[src/rtl/hash_stream_if_pkg.sv]
// Shared types and helpers for the hash_stream_if host interface and its word packer.
package hash_stream_if_pkg;

  typedef enum logic [2:0] {
    StIdle  = 3'd0,
    StLoad  = 3'd1,
    StHash  = 3'd2,
    StFinal = 3'd3,
    StFetch = 3'd4
  } state_e;

  // Widest host word the byte reversal helper handles.
  localparam int unsigned MaxWordBits = 1024;

  typedef logic [MaxWordBits-1:0] wide_word_t;

  // Counter width for n distinct values; never narrower than one bit.
  function automatic int unsigned cnt_bits(input int unsigned n);
    return (n > 1) ? $clog2(n) : 1;
  endfunction

  // Reverses the byte order of the w-bit word held in the low bits of x.
  function automatic wide_word_t byte_rev(input wide_word_t x, input int unsigned w);
    wide_word_t r;
    for (int b = 0; b < MaxWordBits / 8; b++) begin
      r[8*b +: 8] = x[MaxWordBits-8*(b+1) +: 8];
    end
    return r >> (MaxWordBits - w);
  endfunction

endpackage

[src/rtl/hash_word_packer.sv]
// Word slot decoder plus optional byte reversal; used for block writes and the digest read mux.
module hash_word_packer
  import hash_stream_if_pkg::*;
#(
  parameter int unsigned W        = 16,
  parameter int unsigned N        = 32,
  parameter bit          BYTE_REV = 1'b1,
  localparam int unsigned IW      = cnt_bits(N)
) (
  input  logic [W-1:0]  word,
  input  logic [IW-1:0] idx,
  output logic [W-1:0]  word_out,
  output logic [N-1:0]  sel
);

  always_comb begin
    sel = '0;
    for (int k = 0; k < N; k++) begin
      sel[k] = (idx == IW'(k));
    end
  end

  always_comb begin
    if (BYTE_REV) begin
      word_out = W'(byte_rev(wide_word_t'(word), W));
    end else begin
      word_out = word;
    end
  end

endmodule

[src/rtl/hash_stream_if.sv]
// Word-serial host interface for iterative hash compression cores.
// Optional HASH_STREAM_IF_BLKCNT_EN adds a block counter injected into the final block.
module hash_stream_if
  import hash_stream_if_pkg::*;
#(
  parameter int unsigned           W           = 16,
  parameter int unsigned           BLOCK_BITS  = 512,
  parameter int unsigned           STATE_BITS  = 512,
  parameter int unsigned           DIGEST_BITS = 256,
  parameter int unsigned           DIGEST_OFS  = 256,
  parameter logic [STATE_BITS-1:0] IV          = '0,
  parameter bit                    BYTE_REV    = 1'b1
) (
  input  logic                  clk,
  input  logic                  rst,
  input  logic                  init,
  input  logic                  load,
  input  logic                  fetch,
  input  logic [W-1:0]          idata,
  output logic                  ack,
  output logic [W-1:0]          odata,
  output logic                  busy,
  output logic                  core_ena,
  output logic                  core_final,
  output logic [BLOCK_BITS-1:0] core_block,
  output logic [STATE_BITS-1:0] core_stat_i,
  input  logic [STATE_BITS-1:0] core_stat_o,
  input  logic                  core_fin
`ifdef HASH_STREAM_IF_BLKCNT_EN
  ,
  output logic [31:0]           blk_cnt
`endif
);

  localparam int unsigned R   = BLOCK_BITS / W;
  localparam int unsigned D   = DIGEST_BITS / W;
  localparam int unsigned WCW = cnt_bits(R);
  localparam int unsigned DCW = cnt_bits(D);

  state_e                  state_q, state_d;
  logic [WCW-1:0]          wcnt_q, wcnt_d;
  logic [DCW-1:0]          dcnt_q, dcnt_d;
  logic [BLOCK_BITS-1:0]   block_q;
  logic [STATE_BITS-1:0]   chain_q;
  logic                    finalised_q;
  logic                    ack_q, busy_q, ena_q, final_q;
  logic [W-1:0]            odata_q;

  logic                    load_we, fetch_rd, start_norm, start_final;
  logic                    chain_iv, chain_res, fin_set;
  logic                    wlast, dlast;
  logic [W-1:0]            wword, dword_raw, dword;
  logic [R-1:0]            wsel;
  logic [D-1:0]            dsel;
  logic [DIGEST_BITS-1:0]  digest;

  assign wlast  = (wcnt_q == WCW'(R - 1));
  assign dlast  = (dcnt_q == DCW'(D - 1));
  assign digest = chain_q[DIGEST_OFS +: DIGEST_BITS];

  hash_word_packer #(
    .W        (W),
    .N        (R),
    .BYTE_REV (BYTE_REV)
  ) u_load_packer (
    .word     (idata),
    .idx      (wcnt_q),
    .word_out (wword),
    .sel      (wsel)
  );

  // Word k=0 is the most significant word of the digest field.
  always_comb begin
    dword_raw = '0;
    for (int j = 0; j < D; j++) begin
      if (dsel[j]) dword_raw |= digest[W*(D-1-j) +: W];
    end
  end

  hash_word_packer #(
    .W        (W),
    .N        (D),
    .BYTE_REV (BYTE_REV)
  ) u_digest_packer (
    .word     (dword_raw),
    .idx      (dcnt_q),
    .word_out (dword),
    .sel      (dsel)
  );

  always_comb begin
    state_d     = state_q;
    wcnt_d      = wcnt_q;
    dcnt_d      = dcnt_q;
    load_we     = 1'b0;
    fetch_rd    = 1'b0;
    start_norm  = 1'b0;
    start_final = 1'b0;
    chain_iv    = 1'b0;
    chain_res   = 1'b0;
    fin_set     = 1'b0;

    unique case (state_q)
      StIdle: begin
        if (init) begin
          chain_iv = 1'b1;
          wcnt_d   = '0;
          dcnt_d   = '0;
        end else if (load && !finalised_q) begin
          load_we = 1'b1;
        end else if (fetch) begin
          if (finalised_q) begin
            state_d = StFetch;
          end else begin
            state_d     = StFinal;
            start_final = 1'b1;
          end
        end
      end
      StLoad: begin
        if (load) load_we = 1'b1;
      end
      StHash: begin
        if (core_fin) begin
          chain_res = 1'b1;
          state_d   = StIdle;
        end
      end
      StFinal: begin
        if (core_fin) begin
          chain_res = 1'b1;
          fin_set   = 1'b1;
          state_d   = StFetch;
        end
      end
      StFetch: begin
        if (fetch) begin
          fetch_rd = 1'b1;
          if (dlast) begin
            dcnt_d  = '0;
            state_d = StIdle;
          end else begin
            dcnt_d = dcnt_q + 1'b1;
          end
        end else begin
          state_d = StIdle;
        end
      end
      default: state_d = StIdle;
    endcase

    if (load_we) begin
      if (wlast) begin
        wcnt_d     = '0;
        state_d    = StHash;
        start_norm = 1'b1;
      end else begin
        wcnt_d  = wcnt_q + 1'b1;
        state_d = StLoad;
      end
    end
  end

  always_ff @(posedge clk) begin
    if (rst) begin
      state_q     <= StIdle;
      wcnt_q      <= '0;
      dcnt_q      <= '0;
      block_q     <= '0;
      chain_q     <= IV;
      finalised_q <= 1'b0;
      ack_q       <= 1'b0;
      odata_q     <= '0;
      busy_q      <= 1'b0;
      ena_q       <= 1'b0;
      final_q     <= 1'b0;
    end else begin
      state_q <= state_d;
      wcnt_q  <= wcnt_d;
      dcnt_q  <= dcnt_d;
      ack_q   <= load_we | fetch_rd;
      ena_q   <= start_norm | start_final;
      final_q <= start_final;
      busy_q  <= (state_d == StLoad) || (state_d == StHash) || (state_d == StFinal);
      if (fetch_rd) odata_q <= dword;
      if (chain_iv) begin
        chain_q     <= IV;
        finalised_q <= 1'b0;
      end else begin
        if (chain_res) chain_q <= core_stat_o;
        if (fin_set) finalised_q <= 1'b1;
      end
      for (int j = 0; j < R; j++) begin
        if (load_we && wsel[j]) block_q[W*j +: W] <= wword;
      end
    end
  end

`ifdef HASH_STREAM_IF_BLKCNT_EN
  logic [31:0] blk_q;

  always_ff @(posedge clk) begin
    if (rst || chain_iv) begin
      blk_q <= '0;
    end else if (start_norm && (blk_q != 32'hFFFF_FFFF)) begin
      blk_q <= blk_q + 32'd1;
    end
  end

  assign blk_cnt = blk_q;

  // The final compression sees the block count in the top 32 bits of the block.
  always_comb begin
    core_block = block_q;
    if (state_q == StFinal) core_block[BLOCK_BITS-1 -: 32] = blk_q;
  end
`else
  always_comb begin
    core_block = block_q;
  end
`endif

  assign ack         = ack_q;
  assign odata       = odata_q;
  assign busy        = busy_q;
  assign core_ena    = ena_q;
  assign core_final  = final_q;
  assign core_stat_i = chain_q;

endmodule

[config.mk]
export PLATFORM = sky130hd
export DESIGN_NAME = hash_stream_if
export DESIGN_NICKNAME = d
export VERILOG_FILES = /design/src/rtl/hash_stream_if_pkg.sv /design/src/rtl/hash_word_packer.sv /design/src/rtl/hash_stream_if.sv
export SDC_FILE = /design/constraint.sdc
export NUM_CORES = 2
export LEC_CHECK = 0
export CAP_MARGIN = 20
export CORE_AREA = 2 2 611 613
export DETAILED_ROUTE_END_ITERATION = 10
export DIE_AREA = 0 0 613 615
export MAX_ROUTING_LAYER = met4
export SYNTH_ARGS = -nofsm -noshare
export SYNTH_HDL_FRONTEND = slang
export SYNTH_SLANG_ARGS = --single-unit
export TNS_END_PERCENT = 5
[constraint.sdc]
create_clock -name clk -period 3.95 [get_ports clk]
set_input_delay 0.79 -clock clk [delete_from_list [all_inputs] [get_ports clk]]
set_output_delay 0.79 -clock clk [all_outputs]
set_load 0.05 [all_outputs]
=== Yosys cells after proc, flatten, opt, wreduce, memory -nomap -nowiden ===
Index checks and enable logic that the tools add are counted.

* Register bits: 1057
* Input bits: 534
* Logic and storage cells: 215

* Add/subtract/negate cells: 2
* Equality and inequality tests: 55
* Multiplexer cells: 53
* Bitwise operators: 17
* Reductions and logical operators: 46

{| class="wikitable"
|+ Operators with widths
! cell !! count
|-
| $mux 16 || 16
|-
| $or 16x16->16 || 15
|-
| $eq 5x5->1 const B || 16
|-
| $eq 5x4->1 const B || 8
|-
| $logic_and 1x1->1 || 33
|-
| $eq 4x4->1 const B || 8
|-
| $mux 3 || 9
|-
| $eq 5x3->1 const B || 4
|-
| $mux 5 || 4
|-
| $mux 1 || 17
|-
| $eq 4x3->1 const B || 4
|-
| $pmux 3 s5 || 1
|-
| $eq 3x2->1 const B || 4
|-
| $mux 4 || 3
|-
| $eq 5x2->1 const B || 2
|-
| $eq 4x2->1 const B || 2
|-
| $pmux 4 s2 || 1
|-
| $eq 3x1->1 const B || 2
|-
| $reduce_bool 2->1 || 3
|-
| $add 5x1->5 const B || 1
|-
| $eq 5x1->1 const B || 1
|-
| $logic_not 5->1 || 1
|-
| $add 4x1->4 const B || 1
|-
| $eq 4x1->1 const B || 1
|-
| other kinds (12) || 16
|}

=== Depth between registers and ports, before layout ===
* Depth in word-level cells: 32
* Gate-level depth with buffers: 9

=== Cells and area by module ===
From an unflattened synthesis, not the netlist that was laid out.

* Cells, all modules: 4986
* Area, all modules: 39850.7 µm²

{| class="wikitable"
|+ Modules (own cells, without submodules)
! module !! instances !! cells each !! area an instance (µm²) !! sequential area each (µm²)
|-
| hash_stream_if || 1 || 4887 || 39162.6 || 21160.3
|-
| hash_word_packer (u_digest_packer) || 1 || 36 || 346.6 || 0.0
|-
| hash_word_packer (u_load_packer) || 1 || 63 || 341.6 || 0.0
|}

=== Worst setup path before layout ===
No wires, ideal clock.

* Kind: input to register
* Start point: in load
* End point: reg block_q[261], in the netlist core_block[261]
* Setup time: 0.128 ns
* Arrival: 1.917 ns
* Data required time: 3.822 ns
* Slack: 1.905 ns
* Stages on the path: 7
* Buffers on the path: 3
* Path through: nor3b_2 buf_6 buf_6 nand4_4 buf_6 mux2i_1 nor2_1

* Longest elaborated chain between the ends: 5

{| class="wikitable"
|+ Ends and longest elaborated chain
! what !! RTL line !! source
|-
| from (decl) || hash_stream_if.sv:17 || <nowiki>input logic load,</nowiki>
|-
| $logic_and 1x1->1 || hash_stream_if.sv:109 || <nowiki>end else if (load && !finalised_q) begin</nowiki>
|-
| $mux 1 || hash_stream_if.sv:109 ||
|-
| $mux 1 || hash_stream_if.sv:105 || <nowiki>if (init) begin</nowiki>
|-
| $pmux 1 s2 (*) || hash_stream_if.sv:103 || <nowiki>unique case (state_q)</nowiki>
|-
| $logic_and 1x1->1 (*) || hash_stream_if.sv:194 || <nowiki>if (load_we && wsel[j]) block_q[W*j +: W] <= wword;</nowiki>
|-
| to (signal, indexed assignment) || hash_stream_if.sv:194 ||
|-
| to (decl) || hash_stream_if.sv:43 || <nowiki>logic [BLOCK_BITS-1:0] block_q;</nowiki>
|}

Every way passes the cells marked *; elsewhere a longest branch is shown, timed or not.
A chain may end at the register's enable or synchronous reset.

=== Worst setup path after layout ===
* Start point: reg chain_q[464], in the netlist core_stat_i[464]
* End point: out core_stat_i[464]

{| class="wikitable"
|+ RTL lines
! what !! RTL line !! source
|-
| from (decl) || hash_stream_if.sv:44 || <nowiki>logic [STATE_BITS-1:0] chain_q;</nowiki>
|-
| from (signal assigned) || hash_stream_if.sv:190 || <nowiki>if (chain_res) chain_q <= core_stat_o;</nowiki>
|-
| to (decl) || hash_stream_if.sv:26 || <nowiki>output logic [STATE_BITS-1:0] core_stat_i,</nowiki>
|}

No word-level cell between the ends.

==> impl_metrics.yaml <==
sta:
  tns_ns: 0
  relSlewSlack: 0.219
  finalSetupViolCount: 0
  rsz0062_at_grt: "no"
  worstMarginPinSlew_ns: 1.17
  whs_ns: 0.340
  setup_ws_ns: 0.641
  period_minus_slack_ns: 3.31
  maxSlewViolCount: 0
  hold_viol_final: 0
  fmax_ghz: 0.302
  skew_ns: 0.0898
  min_period_over_period: 0.838
logic_synthesis:
  synth_compound_area_frac: 0.110
  synth_xor_area_frac: 0.000221
  ys_seq_area_frac: 0.535
  syn_inst: 4417
  synthArstFlopShare: 0
  synth_top_family_by_area: "simple AND/OR/NAND/NOR gates"
  synth_area_um2: 39600
  syn_area_per_cell_um2: 8.96
  synth-simple-area-share: 0.179
  muxShareOfSynthArea: 0.125
  ys_types: 61
  synthAdderAreaFrac: 0.00316
  synth_edf_count: 0
  synth_warnings: 0
  ys_ff_latch: 1057
  syn_nets: 4961
  synth_ff_type: "dfxtp_1"
floorplanning:
  ioPinCount: 1578
  die-area_um2: 377000
  initial_core_util: 0.107
  die_y_um: 615
  rows: 224
  core_um2: 371000
  die_w_um: 613
worst_setup_path:
  cp.required_ns: 3.16
  startpoint: "core_stat_i[464]$_SDFFE_PP0P_"
  cp-start-kind: "flip-flop"
  cp_cell_sequence: "clkdlybuf4s50_1"
  critPathMaxFanout: 3
  crit_buf_inv: 1
  crit_family: "buffers and inverters"
  r2r_end: "odata[6]$_SDFFE_PP0P_"
  r2r_start: "dcnt_q[0]$_SDFFE_PP0P_"
  crit_slowest_cell: "clkdlybuf4s50_1"
  reg2reg_slack_ns: 1.08
  r2r_cells: 7
  slowest_delay_ns: 1.06
  cp.arrival_ns: 2.52
  end_kind: "primary output"
  worstSetupPathType: "reg -> out"
global_routing:
  grt_usage: 0.160
  grt_pass1_vias: 37243
  antenna_found_initial: 105
  grt.overflow.total: 0
  grt_pass1_wl_um: 389000
  grt_max_degree: 158
pwr:
  vdd_drop_max_v: 0.000298
  sequentialPowerShare: 0.420
  power_density_nw_per_um2: 391
  power_switching_uw: 6640
  switching_share: 0.258
  p_leak_uw: 0.0244
  combPwrFrac: 0.073
  p_clk_frac: 0.507
  p_int_uw: 19100
run_status:
  status: "finished, final reports clean"
finish:
  nNetsFinal: 6439
  fill_cells: 41483
  mostFrequentLayoutCells: "clkdlybuf4s50_1, nand2_1, dfxtp_1, a21oi_1, mux2i_1"
  syn_to_final_growth_pct: 66.1
  fin_area_um2: 65700
  ff_latch_area_um2: 21200
  final_common_cell: "clkdlybuf4s50_1"
  multiInputGateArea_um2: 16600
  drive_above_1_share: 0.0728
  post-route-util: 0.177
hold_path:
  hp-class: "in -> reg"
  whs_endpoint: "core_block[236]$_SDFFE_PP0P_"
  hold_depth: 2
  worstHoldStart: "rst"
routing:
  antenna_left: 0
  drtIter0Drc: 3823
  drc: 0
  vias_per_cell: 3.60
  drtPass1Iterations: 7
  routed_wl_um: 306000
  post_drt_wl_per_cell_um: 27.8
  vias: 39630
flow_run:
  maxCapViolCount: 0
cts:
  root_buffer: "clkbuf_16"
  cts_tree: "yes"
  clk_latency_ns: 0.86
  cts_buffers: 141
  path_clk_slew_ns: 0.06
  htreeDepth: 4
  cts_buffer_depth: 4
  ctsHoldBuffers: 0
  cts_resized: 0
  cts_setup_buffers: 0
  numClockSinks: 1057
place:
  dpl_cell_area_um2: 61000
  hpwl_um: 249000
  io_buffers: 1577
  place_congestion: 1.03
  pre_cts_slack_ns: 0.496
-- cell usage after synthesis (all sizes together), types with 2 or more instances --
| library cell | n | area [um^2] |
|---|---|---|
| a21oi | 572 | 2860 |
| a211oi | 6 | 45.0 |
| clkbuf | 200 | 751 |
| dfxtp | 1057 | 21200 |
| nor3b | 2 | 25.0 |
| o211ai | 5 | 37.5 |
| a221oi | 14 | 123 |
| nor2b | 10 | 62.6 |
| and3 | 4 | 25.0 |
| a22o | 22 | 193 |
| o22ai | 4 | 25.0 |
| nand2 | 1100 | 4130 |
| nand4 | 33 | 639 |
| and3b | 2 | 18.8 |
| nand2b | 4 | 25.0 |
| o2111ai | 2 | 17.5 |
| nand3b | 5 | 37.5 |
| a221o | 3 | 30.0 |
| mux2i | 492 | 4920 |
| and2 | 7 | 43.8 |
| o21ai | 33 | 165 |
| a31oi | 14 | 93.8 |
| a222oi | 24 | 240 |
| a22oi | 46 | 345 |
| a311oi | 5 | 50.0 |
| nor3 | 7 | 35.0 |
| ha | 10 | 125 |
| inv | 11 | 41.3 |
| buf | 178 | 1090 |
| nand3 | 33 | 165 |
| a21boi | 2 | 15.0 |
| nor2 | 492 | 1850 |
| o221ai | 2 | 17.5 |
-- power by group through the flow --
| stage | Sequential, uW | Combinational [uW] | Clock (uW) |
|---|---|---|---|
| 2_1_floorplan | 11200 | 517 | 0 |
| 3_3_place_gp | 11000 | 1890 | 0 |
| 3_5_place_dp | 11000 | 1890 | 0 |
| 4_1_cts | 10800 | 1900 | 13500 |
| 5_1_grt | 10800 | 1960 | 13800 |
| 6_report | 10800 | 1870 | 13000 |
-- through the flow --
| step | total power [uW] | cells |
|---|---|---|
| 6_report | 25700 | 11012 |
| 5_1_grt | 26500 | 11001 |
| 4_1_cts | 26100 | 10963 |
| 3_5_place_dp | 12900 | 10724 |
| 3_3_place_gp | 12900 | 10724 |
| 2_1_floorplan | 11700 | 4417 |
-- per-layer routing --
metal  part of all wire  global-route usage  vias to the layer above
met3              0.092              0.0518                      433
met2               0.48               0.263                     1986
met1               0.38               0.176                    19455
met4              0.050              0.0693                        0
li1                   -                   -                    17756
met5                  0                   -                        -
-- cell families after synthesis --
kind of cell / after synthesis
muxes: 493
buffers and inverters: 390
AOI/OAI and AO/OA: 763
DFF: 1057
xor gates and xnor gates: 1
and+or+nand+nor: 1703
adders and majority gates: 10
-- how the worst max path moves through the flow --
| stage | slack [ns] | end | cells past startpoint |
|---|---|---|---|
| after floorplan | 1.91 | core_block[261]$_SDFFE_PP0P_ | 7 |
| after global placement | 0.51 | core_block[285]$_SDFFE_PP0P_ | 6 |
| after detailed placement | 0.50 | core_block[284]$_SDFFE_PP0P_ | 6 |
| after CTS | 0.48 | core_stat_i[506] | 1 |
| after global routing | 0.55 | core_stat_i[506] | 1 |
| final | 0.64 | core_stat_i[464] | 1 |
-- flip-flops by register name, summed over array words and instances (netlist names) --
register / cells
ack: 1
core_block: 512
core_ena: 1
finalised_q: 1
dcnt_q: 4
odata: 16
wcnt_q: 5
busy: 1
core_final: 1
core_stat_i: 512
state_q: 3
-- layout make-up --
type                       count  area share
tap                         4972      0.0947
clock inverter                45     0.00868
antenna                       49     0.00187
inverter                      12    0.000685
sequential                  1057       0.322
multi-input combinational   2970       0.253
timing repair buffer        1713       0.258
clock buffer                 194      0.0611
Power figures use the tool's default switching activity.
